[config.mk]
export PLATFORM = sky130hd
export DESIGN_NAME = mips_mem_arbiter
export DESIGN_NICKNAME = d
export VERILOG_FILES = /design/src/rtl/mips_mem_arbiter.sv
export SDC_FILE = /design/constraint.sdc
export NUM_CORES = 1
export LEC_CHECK = 0
export BUFFER_PORTS_ARGS = -buffer_cell sky130_fd_sc_hd__buf_2
export CAP_MARGIN = 20
export CORE_UTILIZATION = 38
export DETAILED_ROUTE_END_ITERATION = 16
export HOLD_SLACK_MARGIN = 0.05
export PLACE_DENSITY = 0.66
export SLEW_MARGIN = 20
export SYNTH_ARGS = -nofsm -noshare
export SYNTH_HDL_FRONTEND = slang
export SYNTH_SLANG_ARGS = --single-unit
[constraint.sdc]
create_clock -name clk -period 5.4 [get_ports clk]
set_clock_uncertainty 0.05 [all_clocks]
set_input_delay 1.08 -clock clk [delete_from_list [all_inputs] [get_ports clk]]
set_output_delay 1.08 -clock clk [all_outputs]
set_load 0.01 [all_outputs]
[src/rtl/mips_mem_arbiter.sv]
// Two-requester arbiter/sequencer that shares one fixed-latency, single-ported memory
// between the MIPS fetch port and data port. Data has priority, with a bounded fetch-starvation guard.
module mips_mem_arbiter #(
  parameter int AW          = 32,
  parameter int DW          = 32,
  parameter int LATENCY     = 2,
  parameter int MAX_DSTREAK = 4
) (
  input  logic          clk,
  input  logic          reset,
  input  logic          i_req,
  input  logic [AW-1:0] i_addr,
  output logic [DW-1:0] i_rdata,
  output logic          i_ready,
  input  logic          d_req,
  input  logic          d_we,
  input  logic [AW-1:0] d_addr,
  input  logic [DW-1:0] d_wdata,
  output logic [DW-1:0] d_rdata,
  output logic          d_ready,
  output logic          mem_en,
  output logic          mem_we,
  output logic [AW-1:0] mem_addr,
  output logic [DW-1:0] mem_wdata,
  input  logic [DW-1:0] mem_rdata,
  output logic          gnt_d
);

  typedef enum logic [1:0] {IDLE, ISSUE, WAIT, RESP} state_e;

  localparam logic [2:0] WAIT_LOAD  = 3'(LATENCY - 1);
  localparam logic [3:0] STREAK_MAX = 4'(MAX_DSTREAK);

  state_e        state_q, state_d;
  logic [2:0]    wait_q, wait_d;
  logic [3:0]    streak_q, streak_d;
  logic          own_d_q, own_d_d;
  logic          is_wr_q, is_wr_d;
  logic          mem_en_q, mem_en_d;
  logic          mem_we_q, mem_we_d;
  logic [AW-1:0] mem_addr_q, mem_addr_d;
  logic [DW-1:0] mem_wdata_q, mem_wdata_d;
  logic          i_ready_q, i_ready_d;
  logic          d_ready_q, d_ready_d;
  logic [DW-1:0] i_rdata_q, i_rdata_d;
  logic [DW-1:0] d_rdata_q, d_rdata_d;
  logic          d_wins;

  // Data loses only when fetch is waiting and has already watched MAX_DSTREAK data grants.
  assign d_wins = d_req && !(i_req && (streak_q == STREAK_MAX));

  // NOTE: every _d gets its hold value first, so no path through this block leaves
  // a signal unassigned and no latch is inferred.
  always_comb begin
    state_d     = state_q;
    wait_d      = wait_q;
    streak_d    = streak_q;
    own_d_d     = own_d_q;
    is_wr_d     = is_wr_q;
    mem_en_d    = 1'b0;
    mem_we_d    = mem_we_q;
    mem_addr_d  = mem_addr_q;
    mem_wdata_d = mem_wdata_q;
    i_ready_d   = 1'b0;
    d_ready_d   = 1'b0;
    i_rdata_d   = i_rdata_q;
    d_rdata_d   = d_rdata_q;

    case (state_q)
      IDLE: begin
        if (i_req || d_req) begin
          own_d_d  = d_wins;
          mem_en_d = 1'b1;
          state_d  = ISSUE;
          if (d_wins) begin
            is_wr_d     = d_we;
            mem_we_d    = d_we;
            mem_addr_d  = d_addr;
            mem_wdata_d = d_wdata;
            if (i_req) begin
              streak_d = (streak_q == 4'hF) ? streak_q : streak_q + 4'd1;
            end else begin
              streak_d = '0;
            end
          end else begin
            is_wr_d    = 1'b0;
            mem_we_d   = 1'b0;
            mem_addr_d = i_addr;
            streak_d   = '0;
          end
        end
      end

      ISSUE: begin
        mem_we_d = 1'b0;
        wait_d   = WAIT_LOAD;
        state_d  = WAIT;
      end

      WAIT: begin
        if (wait_q == '0) begin
          if (own_d_q) begin
            d_ready_d = 1'b1;
            if (!is_wr_q) begin
              d_rdata_d = mem_rdata;
            end
          end else begin
            i_ready_d = 1'b1;
            i_rdata_d = mem_rdata;
          end
          state_d = RESP;
        end else begin
          wait_d = wait_q - 3'd1;
        end
      end

      RESP: begin
        // The finishing requester still holds req here, so no arbitration this cycle.
        state_d = IDLE;
      end

      default: state_d = IDLE;
    endcase
  end

  // NOTE: state is updated only with non-blocking assignments so every register
  // samples the same pre-edge values regardless of statement order.
  always_ff @(posedge clk or negedge reset) begin
    if (!reset) begin
      state_q     <= IDLE;
      wait_q      <= '0;
      streak_q    <= '0;
      own_d_q     <= 1'b0;
      is_wr_q     <= 1'b0;
      mem_en_q    <= 1'b0;
      mem_we_q    <= 1'b0;
      mem_addr_q  <= '0;
      mem_wdata_q <= '0;
      i_ready_q   <= 1'b0;
      d_ready_q   <= 1'b0;
      i_rdata_q   <= '0;
      d_rdata_q   <= '0;
    end else begin
      state_q     <= state_d;
      wait_q      <= wait_d;
      streak_q    <= streak_d;
      own_d_q     <= own_d_d;
      is_wr_q     <= is_wr_d;
      mem_en_q    <= mem_en_d;
      mem_we_q    <= mem_we_d;
      mem_addr_q  <= mem_addr_d;
      mem_wdata_q <= mem_wdata_d;
      i_ready_q   <= i_ready_d;
      d_ready_q   <= d_ready_d;
      i_rdata_q   <= i_rdata_d;
      d_rdata_q   <= d_rdata_d;
    end
  end

  assign mem_en    = mem_en_q;
  assign mem_we    = mem_we_q;
  assign mem_addr  = mem_addr_q;
  assign mem_wdata = mem_wdata_q;
  assign i_ready   = i_ready_q;
  assign d_ready   = d_ready_q;
  assign i_rdata   = i_rdata_q;
  assign d_rdata   = d_rdata_q;
  assign gnt_d     = own_d_q;

  a_strobe_single: assert property (@(posedge clk) disable iff (!reset) mem_en_q |=> !mem_en_q);
  a_ready_excl:    assert property (@(posedge clk) disable iff (!reset) !(i_ready_q && d_ready_q));

endmodule

==> results by group <==
Status
  • Status: finished, final reports clean

Power and ir drop
  • P_int: 3189 uW
  • Clock power share: 21.9%
  • Power share of the combinational group: 39.6%
  • Leakage dissipation: 0.003982 uW
  • Worst vdd ir: 0.2689 mV
  • Psw: about 1800 uW
  • Seq pwr share: 38.5%
  • Pwr/cell area: 610.4 nW/um^2
  • Sw Ratio: 35.50%
  • Tot Pwr: 4945 uW

Clock tree
  • H-tree depth: 4
  • Postcts setup bufs: 0
  • CTS buffer count: 17
  • CTS Buffer Depth: 2
  • Cts repair resizes: 0
  • CTS tree: built
  • Clock tree root buffer cell: clkbuf_16
  • Clock Pin Slew Worst Setup and Hold Paths: roughly 0.060 ns
  • CTS Hold Buffers Added: 0
  • Clock Sinks: about 140
  • Clock insertion delay at the later pin of the skew report: 0.41 ns

Detailed routing
  • Routed len/inst: roughly 16 um
  • Antenna viol nets, final: 0
  • First drt pass iteration count: 4
  • Final WL: 15110 um
  • Vias after detailed routing: 4717
  • DRC: 0
  • DR iter-0 viols: 170
  • Via density per instance: 4.992

Worst setup path
  • Crit. End Element: flip-flop
  • Worst reg2reg path startpoint: state_q[0]$_DFFE_PN0P_
  • Reg-to-reg endpoint: mem_addr[4]$_DFFE_PN0P_
  • Worst endpoint required time: 5.67 ns
  • R2r setup slk: just over 3 ns
  • Critical path startpoint: d_req
  • Critical path class: primary input to flip-flop
  • CP Capture Point: mem_addr[4]$_DFFE_PN0P_
  • Crit start category: primary input
  • Critical path arrival: between 2 and 3 ns
  • Register-to-Register Path Depth: 8
  • Crit path max fanout: 42

Placed design
  • Hpwl dp: 10700 um
  • IO buf count: 265
  • Routability congestion estimate: 0.7682

Synth
  • Register area share after synthesis: 58.57%
  • Synth area leader: dfrtp_1
  • Ranking of synthesized cells by area: dfrtp_1 (59%), mux2_2 (11%), mux2_4 (7.1%), nand2_1 (4.2%), o211ai_1 (3.9%)
  • #FFs+latches synth: roughly 140
  • Mapped Area: around 6000 um^2
  • EDFF count, synth: 0
  • Yosys synthesis warning count: 0
  • Syn_area_per_cell: 13.08 um^2
  • Area fraction of the dominant cell type after synthesis: 58.57%
  • Ys flop type: dfrtp_1
  • Post-synth ARST share: 100.0%
  • Count leader, synth: dfrtp_1
  • Commonest cells in the netlist: dfrtp_1 (143), nand2_1 (68), mux2_2 (61)
  • Syn_nets: 607
  • Post-synth cell types: 38
  • Post-Synthesis Cells: 467

Floorplanning
  • Die Span X: about 130 um
  • I/O pin count: 266
  • Die area: roughly 17000 um^2
  • Site Rows: 45
  • Die height: 128.8 um
  • CORE AREA: 15430 um^2
  • Initial Util: 39.60%

Global routing
  • Largest net degree at the start of global routing: 95
  • GRT Residual Overflow: 0
  • Initial antenna violation count: 0
  • Vias in the first global route: between 4000 and 5000
  • Total Routing Usage GR: 18.65%
  • First-pass GRT wire length: 23800 um

Job
  • MaxCap Viol Count: 0

Layout
  • Diodes inserted: 0
  • Nets@finish: 861
  • Layout area overhead: 32.60%
  • Share of layout cells above drive strength 1: 54.22%

Timing
  • Slew @ Worst Pin: 0.8380 ns
  • Max Slew Vio Count: 0
  • Worst Hold Slack: 0.4390 ns
  • Period utilization: 48.93%
  • Fmax: 0.3785 GHz
  • Final hold violations: 0
  • Setup_tns: 0 ns
  • RSZ-0062 raised after global routing: false
  • Slew HR: 44.13%
  • # setup viols final: 0
  • Clock period minus worst slack: 2.642 ns

Worst hold path
  • Hold Crit Class: flip-flop to flip-flop
layout by cell type, fill, tap and decap left out, types with 7 or more instances in the layout:
cell / Yosys / final
mux2_1: 7 / 7
mux2_4: 29 / 29
buf_2: 7 / 264
nand2_1: 68 / 68
mux2_2: 61 / 61
clkbuf_16: 0 / 17
nand4_1: 34 / 34
ha_1: 7 / 7
o211ai_1: 32 / 32
dfrtp_1: 143 / 143
inv_1: 11 / 11
how the worst min path moves through the flow:
stage                                 startpoint                      to  slack (ns)  cells past startpoint
final                        is_wr_q$_DFFE_PN0P_     is_wr_q$_DFFE_PN0P_        0.44                      2
after global placement       is_wr_q$_DFFE_PN0P_     is_wr_q$_DFFE_PN0P_        0.42                      2
after detailed placement  d_rdata[7]$_DFFE_PN0P_  d_rdata[7]$_DFFE_PN0P_        0.43                      1
after CTS                 d_rdata[7]$_DFFE_PN0P_  d_rdata[7]$_DFFE_PN0P_        0.44                      1
after global routing      d_rdata[7]$_DFFE_PN0P_  d_rdata[7]$_DFFE_PN0P_        0.46                      1
after floorplan              is_wr_q$_DFFE_PN0P_     is_wr_q$_DFFE_PN0P_        0.39                      2
per-layer routing:
layer / wire length [um] / global-route usage (%)
met1: 6371 / 23.32
met5: 0 / 0
met2: 7070 / 30.24
met3: 1362 / 5.114
met4: 300 / 8.374
power groups by stage:
stage,registers (uW),logic [uW],clock network [uW]
after global placement,1890,1920,0
final,1910,1960,1080
after floorplan,2130,982,0
after detailed placement,1910,1990,0
after global routing,1970,2140,1160
after CTS,1910,1980,1120
cells by family (layout without fill, tap and decap cells):
logic type,Yosys count,in the layout,share of synthesized area [%]
DFF,143,143,58.57
and+or+nand+nor,119,119,9.502
muxes,100,100,20.15
AOI/OAI and AO/OA,49,49,5.755
buffers and inverters,48,315,4.444
adders and majority gates,7,7,1.433
xor gates and xnor gates,1,1,0.1434
stage by stage:
| step | instances | setup slack (ns) | util (%) | cell area [um^2] |
|---|---|---|---|---|
| final | 945 | 2.758 | 52.51 | 8102 |
| after global placement | 912 | 2.001 | 48.73 | 7517 |
| after CTS | 944 | 2.303 | 52.33 | 8073 |
| after global routing | 945 | 2.604 | 52.51 | 8102 |
| after floorplan | 467 | 3.159 | - | 6110 |
| after detailed placement | 912 | 1.840 | 48.73 | 7517 |
worst max-delay path, stage by stage:
cell,delay [ns]
buf_2,0.58
o21ai_2,0.11
buf_4,0.28
inv_2,0.52
nand2_1,0.12
o211ai_1,0.21
state kept, by name (all words and copies together), names as in the netlist:
signal     cells
i_ready        1
d_ready        1
streak_q       4
mem_wdata     32
state_q        2
d_rdata       32
mem_en         1
mem_addr      32
gnt_d          1
i_rdata       32
is_wr_q        1
mem_we         1
wait_q         3
final cells by class:
type / instances / area, um^2
repair buffers: 271 / 1398
clock buffers: 17 / 425.4
inverters: 12 / 45.04
clock inverters: 15 / 130.1
multi-input cells: 276 / 2261
well taps: 211 / 264.0
flip-flops and latches: 143 / 3578
fillers: 1420 / 7326
Note: power is estimated with default switching activity, not from simulation.
